File: config.mk
export PLATFORM = sky130hd
export DESIGN_NAME = datapath_operandos
export DESIGN_NICKNAME = d
export VERILOG_FILES = /design/src/rtl/datapath_operandos.sv
export SDC_FILE = /design/constraint.sdc
export NUM_CORES = 1
export LEC_CHECK = 0
export CAP_MARGIN = 20
export CORE_ASPECT_RATIO = 1.75
export CORE_MARGIN = 2
export CORE_UTILIZATION = 53
export DETAILED_ROUTE_END_ITERATION = 10
export PLACE_DENSITY = 0.91
export SETUP_SLACK_MARGIN = 0.05
export SLEW_MARGIN = 0
export SYNTH_ARGS = -nofsm -noshare
export SYNTH_HDL_FRONTEND = slang
export SYNTH_SLANG_ARGS = --single-unit
File: constraint.sdc
create_clock -name clk -period 3.1 [get_ports clk]
set_clock_uncertainty 0.05 [all_clocks]
set_input_delay 0.93 -clock clk [delete_from_list [all_inputs] [get_ports clk]]
set_output_delay 0.93 -clock clk [all_outputs]
set_load 0.1 [all_outputs]
File: src/rtl/datapath_operandos.sv
// Operand datapath: fetches A then B from a synchronous ROM and computes A+B, A-B or A*B into C.
// Fetches complete ROM_LAT+1 edges after acceptance; multiply takes B edges; held enables fire once.
module datapath_operandos #(
    parameter int W       = 8,
    parameter int AW      = 9,
    parameter int ROM_LAT = 1
) (
    input  logic          clk,
    input  logic          rst,
    input  logic [AW-1:0] Endereco,
    input  logic          EnA,
    input  logic          EnB,
    input  logic          EnC,
    input  logic          Op,
    input  logic          SEL,
    output logic [AW-1:0] rom_addr,
    input  logic [W-1:0]  rom_data,
    output logic          FimA,
    output logic          FimB,
    output logic          FimC,
    output logic [W-1:0]  B,
    output logic [W-1:0]  A_q,
    output logic [W-1:0]  Resultado,
    output logic          busy
);

    typedef enum logic [2:0] {
        IDLE,
        FETCH_A,
        FETCH_B,
        MUL,
        WAIT_MUL_C
    } state_t;

    localparam logic [1:0]   LAT_LAST = 2'(ROM_LAT);
    localparam logic [W-1:0] ONE      = 1;
    localparam logic [W-1:0] ZERO     = 0;

    state_t         state, state_nx;
    logic           arm_a, arm_b, arm_c;
    logic [1:0]     wait_cnt;
    logic [W-1:0]   acc, cnt;
    logic           take_a, take_b, take_c, fetch_done;
    logic           ld_addr, ld_a, ld_b, mul_start, acc_clr, mul_step;
    logic           ld_c, c_from_acc, busy_set, busy_clr;

    // A request counts only once per enable assertion.
    assign take_a     = EnA & arm_a;
    assign take_b     = EnB & arm_b;
    assign take_c     = EnC & arm_c;
    assign fetch_done = (wait_cnt == LAT_LAST);

    always_ff @(posedge clk) begin
        if (rst) state <= IDLE;
        else     state <= state_nx;
    end

    always_comb begin
        state_nx   = state;
        ld_addr    = 1'b0;
        ld_a       = 1'b0;
        ld_b       = 1'b0;
        mul_start  = 1'b0;
        acc_clr    = 1'b0;
        mul_step   = 1'b0;
        ld_c       = 1'b0;
        c_from_acc = 1'b0;
        busy_set   = 1'b0;
        busy_clr   = 1'b0;
        case (state)
            IDLE: begin
                if (take_a) begin
                    ld_addr  = 1'b1;
                    busy_set = 1'b1;
                    state_nx = FETCH_A;
                end else if (take_b) begin
                    ld_addr  = 1'b1;
                    busy_set = 1'b1;
                    state_nx = FETCH_B;
                end else if (take_c) begin
                    ld_c       = 1'b1;
                    c_from_acc = SEL;
                end
            end
            FETCH_A: begin
                if (fetch_done) begin
                    ld_a     = 1'b1;
                    busy_clr = 1'b1;
                    state_nx = IDLE;
                end
            end
            FETCH_B: begin
                if (fetch_done) begin
                    ld_b = 1'b1;
                    if (SEL && rom_data != ZERO) begin
                        mul_start = 1'b1;
                        state_nx  = MUL;
                    end else begin
                        acc_clr  = SEL;
                        busy_clr = 1'b1;
                        state_nx = IDLE;
                    end
                end
            end
            MUL: begin
                mul_step = 1'b1;
                if (cnt == ONE) begin
                    busy_clr = 1'b1;
                    state_nx = take_c ? WAIT_MUL_C : IDLE;
                end else if (take_c) begin
                    state_nx = WAIT_MUL_C;
                end
            end
            WAIT_MUL_C: begin
                // cnt reaches zero on the final add; C is latched one edge later.
                if (cnt == ZERO) begin
                    ld_c       = 1'b1;
                    c_from_acc = 1'b1;
                    state_nx   = IDLE;
                end else begin
                    mul_step = 1'b1;
                    busy_clr = (cnt == ONE);
                end
            end
            default: state_nx = IDLE;
        endcase
    end

    always_ff @(posedge clk) begin
        if (rst) begin
            rom_addr  <= '0;
            A_q       <= '0;
            B         <= '0;
            Resultado <= '0;
            acc       <= '0;
            cnt       <= '0;
            wait_cnt  <= '0;
            FimA      <= 1'b0;
            FimB      <= 1'b0;
            FimC      <= 1'b0;
            busy      <= 1'b0;
            arm_a     <= 1'b1;
            arm_b     <= 1'b1;
            arm_c     <= 1'b1;
        end else begin
            FimA <= ld_a;
            FimB <= ld_b;
            FimC <= ld_c;

            if (!EnA)      arm_a <= 1'b1;
            else if (ld_a) arm_a <= 1'b0;
            if (!EnB)      arm_b <= 1'b1;
            else if (ld_b) arm_b <= 1'b0;
            if (!EnC)      arm_c <= 1'b1;
            else if (ld_c) arm_c <= 1'b0;

            if (ld_addr) rom_addr <= Endereco;

            if (ld_addr)
                wait_cnt <= '0;
            else if (state == FETCH_A || state == FETCH_B)
                wait_cnt <= wait_cnt + 2'd1;

            if (ld_a) A_q <= rom_data;
            if (ld_b) B   <= rom_data;

            if (mul_start) begin
                acc <= '0;
                cnt <= rom_data;
            end else if (acc_clr) begin
                acc <= '0;
            end else if (mul_step) begin
                acc <= acc + A_q;
                cnt <= cnt - ONE;
            end

            if (ld_c) begin
                if (c_from_acc) Resultado <= acc;
                else if (Op)    Resultado <= A_q + B;
                else            Resultado <= A_q - B;
            end

            if (busy_set)      busy <= 1'b1;
            else if (busy_clr) busy <= 1'b0;
        end
    end

endmodule

# Yosys cells after proc, flatten, opt, wreduce, memory -nomap -nowiden
# Cells that the tools add are included.
[totals]
in_bits = 24
mem_bits_rw = 0
register_bits = 61
romBits = 0
memories = 0
out_inout_bits = 37
latchBits = 0
elab_cells = 97
[op_classes]
eq_ne = 12
n_lt_le_gt_ge = 0
addsub = 5
n_div = 0
mux = 45
reduce_logical = 14
bitwise = 6
mul = 0
n_shift = 0
[op_table]
columns = ["cell", "n"]
rows = [
  ["$mux 8", 5],
  ["$mux 1", 26],
  ["$mux 3", 8],
  ["$add 8x8->8", 2],
  ["$pmux 3 s5", 1],
  ["$eq 8x1->1 const B", 1],
  ["$logic_not 8->1", 1],
  ["$ne 2x2->1 const B", 4],
  ["$reduce_bool 8->1", 1],
  ["$reduce_or 2->1", 4],
  ["$sub 8x1->8 const B", 1],
  ["$sub 8x8->8", 1],
  ["$eq 3x2->1 const B", 2],
  ["$ne 3x3->1 const B", 2],
  ["$pmux 1 s2", 3],
  ["$reduce_and 5->1", 1],
  ["$pmux 1 s4", 1],
  ["$reduce_bool 2->1", 2],
  ["$and 1x1->1", 3],
  ["$eq 3x1->1 const B", 1],
  ["$eq 3x3->1 const B", 1],
  ["$logic_not 3->1", 1],
  ["$not 1->1", 3],
  ["$reduce_or 3->1", 1],
  ["6 further kinds", 6],
]

# Depth between registers and ports, before layout
[depth]
word_depth = 7
ltp_mapped = 11
mapped_depth_nobuf = 11

# Least setup slack after synthesis
# OpenSTA, ideal clock, no wires.
[synth_path]
path_kind = "register to register"
startpoint = "register B[0]"
endpoint = "register Resultado[6]"
slack_ns = 0.110
setup_ns = 0.126
arrival_time_ns = 2.813
stages_incl_launch_ff = 10
synth_period_minus_slack_ns = 2.990
cell_sequence = "dfxtp_1 inv_1 ha_1 mux2_2 fa_1 a211oi_1 o21bai_1 a21oi_1 xor2_1 o211ai_1"
[synth_via]
elab_chain_len = 3
word_cells_on_any_way = 4
[synth_rtl]
columns = ["item", "line", "text"]
rows = [
  ["from (decl)", "21", "output logic [W-1:0] B,"],
  ["from (signal assigned)", "165", "if (ld_b) B <= rom_data;"],
  ["$sub 8x8->8 / $add 8x8->8 (equally long branches)", "180, 179", ""],
  ["$mux 8 (*)", "179", "else if (Op) Resultado <= A_q + B;"],
  ["$mux 8 (*)", "178", "if (c_from_acc) Resultado <= acc;"],
  ["to (signal assigned)", "179", ""],
  ["to (signal assigned)", "180", "else Resultado <= A_q - B;"],
  ["to (decl)", "23", "output logic [W-1:0] Resultado,"],
]
# Mark *: on every way between the ends. The rest lies on a longest branch, timed or not.
# A chain may end at the register's enable or synchronous reset.

# Worst setup path after layout
[layout_path]
startpoint = "input port Op"
endpoint = "register Resultado[6]"
[layout_via]
elab_chain_len = 2
[layout_rtl]
columns = ["item", "line", "text"]
rows = [
  ["from (decl)", "14", "input logic Op,"],
  ["$mux 8", "179", ""],
  ["$mux 8", "178", ""],
]
# Every way passes these cells.

==> results.sh <==
export IMPL_status="finished, final reports clean"
export IMPL_r2r_end="cnt[2]"
export IMPL_antenna_found_initial=0
export IMPL_start_kind="input pin"
export IMPL_clockBufferDepth=2
export IMPL_ir_drop_mv=0.5750
export IMPL_final_nets=531
export IMPL_hold_path_class="register to register"
export IMPL_clock_latency_ns=0.35
export IMPL_die_area_um2=7051
export IMPL_grt_max_degree=35
export IMPL_wire_per_inst_um=16.38
export IMPL_yosysMostFrequentCell="nand2_1"
export IMPL_min_delay_start="rom_addr[1]"
export IMPL_crit_path_max_incr_delay_ns=0.51
export IMPL_finalHoldViolCount=0
export IMPL_hold_depth=2
export IMPL_routed_wl_mm=9.336
export IMPL_area_growth_syn_to_layout_pct=25.82
export IMPL_cts_sinks=61
export IMPL_r2r_setup_slack_ns=0.58
export IMPL_drt_iter0_markers=161
export IMPL_ant_nets=0
export IMPL_track_usage_pct=27.81
export IMPL_min_to="rom_addr[1]"
export IMPL_drc_errors=0
export IMPL_synth_seq_area_share_pct=36.16
export IMPL_rsz0062_at_grt="no"
export IMPL_max_freq_ghz=0.3366
export IMPL_finalMaxSlewViolations=0
export IMPL_crit_chain="clkdlybuf4s50_1, mux2_2, fa_1, a211oi_2, o21bai_1, a21oi_1, xor2_1, o211ai_1"
export IMPL_synth_ff_type="dfxtp_1"
export IMPL_syn_num_nets=458
export IMPL_cts_resized=0
export IMPL_period_share_pct=95.83
export IMPL_diodes=0
export IMPL_tightest_slew_ns=0.8323
export IMPL_cts_tree="done"
export IMPL_fp_dieW_um=64.34
export IMPL_ys_ff_latch=61
export IMPL_synthCells=412
export IMPL_async_flop_share_pct=0
export IMPL_worstPathRequired_ns=3.27
export IMPL_first_pass_iters=4
export IMPL_power_density_nw_per_um2=706.9
export IMPL_cts_max_level=3
export IMPL_max_slew_margin_pct=44.31
export IMPL_synth_cell_types=53
export IMPL_path_clk_slew_ns=0.07
export IMPL_routabilityCongestion=0.9352
export IMPL_worstPathArrival_ns=3.14
export IMPL_viasPerCell=5.847
export IMPL_critPathKind="input pin to register"
export IMPL_fin_crit_ns=2.971
export IMPL_path_delay_family="compound AO/OA/AOI/OAI gates"
export IMPL_cts_root_buf="clkbuf_8"
export IMPL_end_kind="register"
export IMPL_cts_setup_buffers=0
export IMPL_finalSetupViolations=0
export IMPL_io_buffers=60
export IMPL_synth_area_leaders="dfxtp_1, nand2_1, ha_1"
export IMPL_synth_top_area_share_pct=36.16
export IMPL_cts_buffers=9
export IMPL_syn_area_um2=3377
export IMPL_place_hpwl_mm=6.984
export IMPL_path_buf_inv=1
export IMPL_cts_hold_buf=0
export IMPL_io_pin_count=61
export IMPL_crit_path_max_fanout=3
export IMPL_r2r_start="cnt[1]"
export IMPL_synth_edff_count=0
export IMPL_drive_gt1_share_pct=18.16
export IMPL_placementRows=38
export IMPL_yosysWarnings=0
export IMPL_grt_pass1_vias=3301
export IMPL_synth_common_cells="nand2_1, dfxtp_1, a21oi_1, nor2_1, ha_1"
export IMPL_yosysTopAreaCell="dfxtp_1"
export IMPL_timing_hold_ws_ns=0.4055
export IMPL_drv_cap=0
export IMPL_leakage_nw=1.789
export IMPL_worstRegToRegCells=7
export IMPL_grt_pass1_wl_mm=14.96
export IMPL_start_util_pct=54.64
export IMPL_core_area_um2=6181
export IMPL_synth_avg_cell_area_um2=8.197
export IMPL_dr_total_vias=3333
export IMPL_critical_path_slowest_cell="clkdlybuf4s50_1"
export IMPL_fin_tns_setup_ns=0
export IMPL_die_y_um=109.6
export IMPL_grt_ovfl_total=0
worst register-to-register path, cell delays in order (launching register included):
cell	delay, ns
dfxtp_1	0.33
inv_1	0.09
ha_1	0.18
nor3b_1	0.45
a21boi_2	0.24
nor2_1	0.70
o31ai_1	0.14
a221oi_1	0.25
layout by cell type (no fill, tap or decap), types with 2 or more instances in the layout:
cell type	instances
nand3_1	14
xnor2_1	7
xor2_1	13
o21ai_0	10
buf_4	57
or3_1	5
dfxtp_1	61
o211ai_1	5
o21bai_1	2
inv_1	14
clkbuf_8	10
clkinv_2	2
a21oi_1	46
nor3b_1	5
ha_1	20
clkdlybuf4s50_1	22
nor3_1	8
nand2b_1	4
o2111ai_1	2
fa_1	2
a311oi_1	2
nand3b_1	4
nor2b_1	3
mux2i_1	5
clkinvlp_4	3
o31ai_1	4
a21o_1	3
a31oi_1	6
and3_1	2
or4_1	4
a211oi_1	12
nand2_1	71
a22o_1	2
nor2_1	36
cell families (layout without fill, tap and decap cells):
family / Yosys count / in the layout / share of synthesized area (%)
buf+inv: 33 / 111 / 4.446
simple gates: 162 / 162 / 22.64
xor+xnor: 20 / 20 / 5.187
fa+ha+maj: 22 / 22 / 8.596
compound gates: 108 / 108 / 21.16
mux: 6 / 6 / 1.816
flops: 61 / 61 / 36.16
cell type report:
| cell class | count | area [µm²] |
|---|---|---|
| Clock inverter | 6 | 62.56 |
| Inverter | 15 | 56.30 |
| Clock buffer | 10 | 137.6 |
| Timing Repair Buffer | 80 | 653.1 |
| Multi-Input combinational cell | 318 | 2018 |
| Tap cell | 80 | 100.1 |
| Fill cell | 469 | 1932 |
| Sequential cell | 61 | 1221 |
per-layer routing:
metal  track usage (%)  share of wire (%)
met3             4.401                5.3
met2             50.15                 53
met4             24.62                8.4
met1             26.84                 34
met5                 0                  0
power breakdown:
part / leakage (nW) / internal (mW) / total (mW) / switching, mW
clock network: 0.0943 / 0.390 / 0.721 / 0.332
logic: 1.20 / 0.375 / 1.27 / 0.890
registers: 0.495 / 0.898 / 1.02 / 0.120
state kept, by name, indices dropped and copies added (netlist names), 2 cells and up:
signal and count:
A_q 8, B 8, Resultado 8, acc 8, cnt 8, rom_addr 9, state 3, wait_cnt 2
per-stage QoR:
stage          util (%)  setup WS [ns]  instance area (µm²)  cells  total power [mW]
2_1_floorplan         -         0.1101                 3377    412             1.993
3_3_place_gp      65.30        -0.1017                 4036    554             2.236
3_5_place_dp      65.30        -0.2769                 4036    554             2.277
4_1_cts           68.54        0.08227                 4237    570             2.997
5_1_grt           68.74        0.08676                 4249    570             3.143
6_report          68.74         0.1292                 4249    570             3.004
worst max path at each step:
stage               startpoint  slack [ns]  cells after the start      endpoint
global route                Op        0.09                      8  Resultado[6]
CTS                         Op        0.08                      8  Resultado[6]
detailed placement          Op       -0.28                      8  Resultado[6]
global placement            Op       -0.10                      8  Resultado[6]
finish                      Op        0.13                      8  Resultado[6]
floorplan                 B[0]        0.11                      9  Resultado[6]
(Power assumes the default switching activity.)
